--- src/rtl/colour_bbox_detect.sv ---
// Colour-threshold bounding-box detector on an Avalon-ST video stream.
// Beats pass through one register stage; each complete video frame publishes the box of its hit pixels.
module colour_bbox_detect #(
   parameter int IMG_W = 640,
   parameter int IMG_H = 480,
   parameter int CW    = 11
) (
   input  logic          clk,
   input  logic          reset,
   input  logic [23:0]   sink_data,
   input  logic          sink_valid,
   output logic          sink_ready,
   input  logic          sink_sop,
   input  logic          sink_eop,
   output logic [23:0]   source_data,
   output logic          source_valid,
   input  logic          source_ready,
   output logic          source_sop,
   output logic          source_eop,
   input  logic [7:0]    r_min,
   input  logic [7:0]    g_max,
   input  logic [7:0]    b_max,
   output logic [CW-1:0] bbox_x_min,
   output logic [CW-1:0] bbox_x_max,
   output logic [CW-1:0] bbox_y_min,
   output logic [CW-1:0] bbox_y_max,
   output logic          bbox_valid,
   output logic          bbox_strobe
);

   typedef enum logic [1:0] {ST_IDLE, ST_VIDEO, ST_OTHER} state_t;

   localparam logic [CW-1:0] X_LAST = CW'(IMG_W - 1);
   localparam logic [CW-1:0] Y_END  = CW'(IMG_H);

   state_t        state, state_nxt;
   logic          sink_xfer, pixel_xfer, in_frame, hit;
   logic [CW-1:0] x_cnt, y_cnt;
   logic          acc_valid, acc_valid_nxt;
   logic [CW-1:0] acc_x_min, acc_x_max, acc_y_min, acc_y_max;
   logic [CW-1:0] x_min_nxt, x_max_nxt, y_min_nxt, y_max_nxt;

   assign sink_ready = source_ready || !source_valid;
   assign sink_xfer  = sink_valid && sink_ready;

   // NOTE: sequential state uses non-blocking assignments so every register samples pre-edge values.
   always_ff @(posedge clk) begin
      if (reset) begin
         source_valid <= 1'b0;
         source_data  <= '0;
         source_sop   <= 1'b0;
         source_eop   <= 1'b0;
      end else if (sink_xfer) begin
         source_valid <= 1'b1;
         source_data  <= sink_data;
         source_sop   <= sink_sop;
         source_eop   <= sink_eop;
      end else if (source_ready) begin
         source_valid <= 1'b0;
      end
   end

   always_ff @(posedge clk) begin
      if (reset) state <= ST_IDLE;
      else       state <= state_nxt;
   end

   // NOTE: every always_comb output gets a default first, so no path can infer a latch.
   always_comb begin
      state_nxt = state;
      if (sink_xfer) begin
         if (sink_sop) begin
            if (sink_eop)                    state_nxt = ST_IDLE;
            else if (sink_data[3:0] == 4'h0) state_nxt = ST_VIDEO;
            else                             state_nxt = ST_OTHER;
         end else if (sink_eop) begin
            state_nxt = ST_IDLE;
         end
      end
   end

   assign pixel_xfer = sink_xfer && !sink_sop && (state == ST_VIDEO);
   assign in_frame   = y_cnt < Y_END;
   assign hit        = pixel_xfer && in_frame &&
                       (sink_data[23:16] >= r_min) &&
                       (sink_data[15:8]  <= g_max) &&
                       (sink_data[7:0]   <= b_max);

   // Running box including the current pixel, so a hit on the eop beat is published too.
   always_comb begin
      acc_valid_nxt = acc_valid;
      x_min_nxt     = acc_x_min;
      x_max_nxt     = acc_x_max;
      y_min_nxt     = acc_y_min;
      y_max_nxt     = acc_y_max;
      if (hit) begin
         acc_valid_nxt = 1'b1;
         if (!acc_valid) begin
            x_min_nxt = x_cnt;
            x_max_nxt = x_cnt;
            y_min_nxt = y_cnt;
            y_max_nxt = y_cnt;
         end else begin
            if (x_cnt < acc_x_min) x_min_nxt = x_cnt;
            if (x_cnt > acc_x_max) x_max_nxt = x_cnt;
            if (y_cnt < acc_y_min) y_min_nxt = y_cnt;
            if (y_cnt > acc_y_max) y_max_nxt = y_cnt;
         end
      end
   end

   always_ff @(posedge clk) begin
      if (reset) begin
         x_cnt       <= '0;
         y_cnt       <= '0;
         acc_valid   <= 1'b0;
         acc_x_min   <= '0;
         acc_x_max   <= '0;
         acc_y_min   <= '0;
         acc_y_max   <= '0;
         bbox_x_min  <= '0;
         bbox_x_max  <= '0;
         bbox_y_min  <= '0;
         bbox_y_max  <= '0;
         bbox_valid  <= 1'b0;
         bbox_strobe <= 1'b0;
      end else begin
         bbox_strobe <= 1'b0;
         if (sink_xfer && sink_sop) begin
            x_cnt     <= '0;
            y_cnt     <= '0;
            acc_valid <= 1'b0;
            acc_x_min <= '0;
            acc_x_max <= '0;
            acc_y_min <= '0;
            acc_y_max <= '0;
         end else if (pixel_xfer) begin
            acc_valid <= acc_valid_nxt;
            acc_x_min <= x_min_nxt;
            acc_x_max <= x_max_nxt;
            acc_y_min <= y_min_nxt;
            acc_y_max <= y_max_nxt;
            // Counters park at y == IMG_H; excess pixels are forwarded but not analysed.
            if (in_frame) begin
               if (x_cnt == X_LAST) begin
                  x_cnt <= '0;
                  y_cnt <= y_cnt + CW'(1);
               end else begin
                  x_cnt <= x_cnt + CW'(1);
               end
            end
            if (sink_eop) begin
               bbox_x_min  <= x_min_nxt;
               bbox_x_max  <= x_max_nxt;
               bbox_y_min  <= y_min_nxt;
               bbox_y_max  <= y_max_nxt;
               bbox_valid  <= acc_valid_nxt;
               bbox_strobe <= 1'b1;
            end
         end
      end
   end

endmodule

--- config.mk ---
export PLATFORM = sky130hd
export DESIGN_NAME = colour_bbox_detect
export DESIGN_NICKNAME = d
export VERILOG_FILES = /design/src/rtl/colour_bbox_detect.sv
export SDC_FILE = /design/constraint.sdc
export NUM_CORES = 1
export LEC_CHECK = 0
export ABC_AREA = 1
export BUFFER_PORTS_ARGS = -buffer_cell sky130_fd_sc_hd__buf_2
export CAP_MARGIN = 40
export CORE_UTILIZATION = 53
export CTS_BUF_LIST = sky130_fd_sc_hd__clkbuf_4
export DETAILED_ROUTE_END_ITERATION = 8
export PLACE_DENSITY = 0.79
export SKIP_CTS_REPAIR_TIMING = 1
export SLEW_MARGIN = 20
export SYNTH_ARGS = -nofsm -noshare
export SYNTH_HDL_FRONTEND = slang
export SYNTH_SLANG_ARGS = --single-unit
--- constraint.sdc ---
create_clock -name clk -period 1.7 [get_ports clk]
set_input_delay 0.34 -clock clk [delete_from_list [all_inputs] [get_ports clk]]
set_output_delay 0.34 -clock clk [all_outputs]
set_load 0.01 [all_outputs]
==> metrics.txt <==
status=finished with violations; violated checks=negative setup slack; max-cap violation count=0; total power divided by cell area=593.5 mW/mm^2; number of clock sinks=142; worst clock skew=0.02140 ns; syn nets=1186; top cells by area in the synthesized netlist=sky130_fd_sc_hd__dfxtp_1 (38%), sky130_fd_sc_hd__ha_1 (11%), sky130_fd_sc_hd__nand2_1 (10%); worst rel slew slack=64.87%; area overhead of the layout relative to synthesis=43.82%; via count of the first global-routing pass=7181; initial cell density of the core=55.27%; clock tree from TritonCTS=done; count of buffer and inverter cells on the critical path=5; count of state elements after synthesis=142; met1 demand-to-capacity share in global routing=32.16%; RSZ-0062 raised after global routing=true; CP Capture Type=flip-flop; number of placed I/O pins=128; gr usage total=27.43%; number of clock buffers inserted by TritonCTS=17; count of final hold-check violations=0; area of the multi-input gates=0.004780 sq mm; worst setup margin=-0.2399 ns; critical setup path kind=reg2reg; cell area after layout=0.01069 sq mm; chip width=120.5 um; startpoint class of the critical path=flip-flop; net total in the final layout=1425; antenna violations before repair=0; area after detailed placement=0.009215 sq mm; master cell of the clock root buffer=sky130_fd_sc_hd__clkbuf_4; Fill cells=871; top cell family by delay on the critical path=simple AND/OR/NAND/NOR gates; area of the core=0.01345 sq mm; startpoint of the most critical hold path=sink_data[21]; via count=8117; global routing usage on met3=5.236%; GR peak layer=met2; number of buffers between clock root and the deepest sink=2; Clock Latency Late Sink=0.58 ns; post-layout utilization of the core=79.49%; number of nets still failing antenna checks after routing=0; Slew Limit Fails=0; Worst-Margin Slew=0.5269 ns; total gr overflow=0; total half-perimeter wirelength after legalization and detailed placement=14220 um; Starting DRT DRC Count=721; Hold/Removal Path Class=in2reg; Data arrival, critical path=2.42 ns; count of input and output buffers=127; post-synthesis instance area=0.007436 sq mm; number of iterations in the first detailed-routing pass=5; H-tree depth reported by CTS=4; post-layout total power=6347 uW; pin count of the biggest net entering global routing=55; required time at the worst-slack endpoint=2.18 ns; RD Place Congestion=0.8559; Routed WL=23730 um; Vias/cell=5.440; CP max FO=5; maximum operating frequency=515.5 MHz; final worst-path cycle share=114.1%; Vert. Die Dim=120.5 um; pre-CTS worst setup slack=-0.6119 ns; worst-path cell chain=buf_6 > nand2_2 > nor2_2 > nor2_2 > nand2_2 > inv_4 > nand2_4 > nor2_8 > buf_6 > buf_6 > nand3_4 > nand2_2 > nand3_1 > nand2_1 > inv_1; FF/Latch Area=0.002918 sq mm; slowest library cell on the worst path=sky130_fd_sc_hd__dfxtp_4; Post-Synthesis Cells=1064; first-pass GRT wire length=31860 um; number of antenna cells inserted=0; post-route minimum period=1.940 ns; Routed WL per cell=15.91 um; worst vdd ir=0.4884 mV; share of layout cells above drive strength 1=39.82%; remaining design rule violation count=0; area of the die=0.01451 sq mm; global-route met2 utilization=48.17%; startpoint of the lowest-slack register-to-register path=y_cnt[8]$_SDFFE_PP0P_; post-route worst hold slack=0.03061 ns; final setup violation count=103; Avg Synthesized Cell Area=6.989 sq um; number of placement rows=42; delay contributed by the slowest stage of the critical path=0.38 ns; biggest area consumer among synthesized cells=sky130_fd_sc_hd__dfxtp_1; count of cell types in the netlist=33; Critical Path Start=y_cnt[8]$_SDFFE_PP0P_; count of yosys warnings during synthesis=0; clock-pin slew reported for the worst setup and hold paths after clock tree synthesis=0.12 ns; register area share after synthesis=38.23%; area share of the largest cell type after synthesis=38.23%; leakage dissipation=0.005005 uW
[flip-flops by register name (all words and copies together), names as in the netlist, 2 cells and up]
| name | flops |
|---|---|
| state | 2 |
| bbox_y_max | 11 |
| x_cnt | 11 |
| acc_x_min | 11 |
| source_data | 24 |
| y_cnt | 11 |
| acc_x_max | 11 |
| acc_y_min | 11 |
| bbox_x_max | 11 |
| bbox_y_min | 11 |
| acc_y_max | 11 |
| bbox_x_min | 11 |
[path summary, 6_finish.rpt]
path	endpoint	slack, ns	cells after the start
worst min register to register	source_sop$_SDFFE_PP0N_	0.47	2
worst max-delay path	bbox_x_max[5]$_SDFFE_PP0P_	-0.24	15
worst min-delay path	source_data[21]$_SDFFE_PP0N_	0.03	3
worst max register to register	bbox_x_max[5]$_SDFFE_PP0P_	-0.24	15
[metrics by stage]
step	std cells	setup TNS (ns)
finish	1492	-13.69
global route	1492	-21.76
CTS	1469	-15.92
detailed placement	1437	-42.50
global placement	1437	-34.98
floorplan	1064	-1.496
[worst min-delay path, delay by kind of cell]
kind / cells / cell delay (ns)
buf+inv: 1 / 0.09
compound gates: 1 / 0.07
simple gates: 1 / 0.07
[where the power goes]
part	internal (uW)	switching, uW
clock network	1070	1170
registers	3360	24.8
logic	294	416
total	4730	1620
[cell usage in the layout (no fill, tap or decap), drive strengths merged]
master / Yosys / routed
a211oi: 2 / 2
a21boi: 1 / 1
a21o: 1 / 1
a21oi: 78 / 78
a22oi: 1 / 1
a31oi: 1 / 1
buf: 16 / 258
bufinv: 0 / 3
clkbuf: 26 / 24
clkinv: 0 / 7
dfxtp: 142 / 142
ha: 68 / 68
inv: 163 / 163
nand2: 209 / 209
nand3: 63 / 65
nand3b: 1 / 1
nand4: 53 / 53
nor2: 172 / 172
nor3: 14 / 14
nor3b: 3 / 3
nor4: 6 / 6
o21a: 5 / 5
o21ai: 34 / 34
or2: 1 / 1
xnor2: 1 / 1
xor2: 3 / 3
[per-layer routing]
metal / vias to the layer above / part of all wire, %
li1: 3908 / -
met1: 3712 / 40
met2: 357 / 49
met3: 140 / 5.7
met4: 0 / 5.9
met5: - / 0
[cells in the mapped netlist]
cell,number
sky130_fd_sc_hd__o21a_1,5
sky130_fd_sc_hd__a31oi_1,1
sky130_fd_sc_hd__ha_1,68
sky130_fd_sc_hd__nand4_1,53
sky130_fd_sc_hd__nand3_1,61
sky130_fd_sc_hd__nor3_1,12
sky130_fd_sc_hd__xnor2_1,1
sky130_fd_sc_hd__nand2_1,205
sky130_fd_sc_hd__nand3_2,2
sky130_fd_sc_hd__dfxtp_1,142
sky130_fd_sc_hd__buf_1,5
sky130_fd_sc_hd__xor2_1,3
sky130_fd_sc_hd__nor4_1,6
sky130_fd_sc_hd__a211oi_1,2
sky130_fd_sc_hd__inv_2,2
sky130_fd_sc_hd__nand2_2,4
sky130_fd_sc_hd__clkbuf_1,26
sky130_fd_sc_hd__nor3b_1,3
sky130_fd_sc_hd__buf_2,7
sky130_fd_sc_hd__buf_4,4
sky130_fd_sc_hd__nor2_8,1
sky130_fd_sc_hd__a21o_1,1
sky130_fd_sc_hd__a21oi_1,78
sky130_fd_sc_hd__nor2_1,170
sky130_fd_sc_hd__or2_0,1
sky130_fd_sc_hd__a22oi_1,1
sky130_fd_sc_hd__nand3b_1,1
sky130_fd_sc_hd__nor2_2,1
sky130_fd_sc_hd__inv_1,160
sky130_fd_sc_hd__nor3_2,2
sky130_fd_sc_hd__a21boi_1,1
sky130_fd_sc_hd__o21ai_0,34
sky130_fd_sc_hd__inv_4,1
[cell families after synthesis]
| family | synth area share [%] |
|---|---|
| adders and majority gates | 11.44 |
| AOI/OAI and AO/OA | 8.632 |
| xor gates and xnor gates | 0.4712 |
| DFF | 38.23 |
| buffers and inverters | 10.70 |
| and+or+nand+nor | 30.52 |
[layout make-up]
cell class | count | share of cell area [%]
Clock inverter | 10 | 1.123
Tap cell | 176 | 2.059
Timing Repair Buffer | 260 | 17.36
Clock buffer | 22 | 1.544
Inverter | 163 | 5.932
Multi-Input combinational cell | 719 | 44.69
Sequential cell | 142 | 27.28
Note: power is estimated with default switching activity, not from simulation.
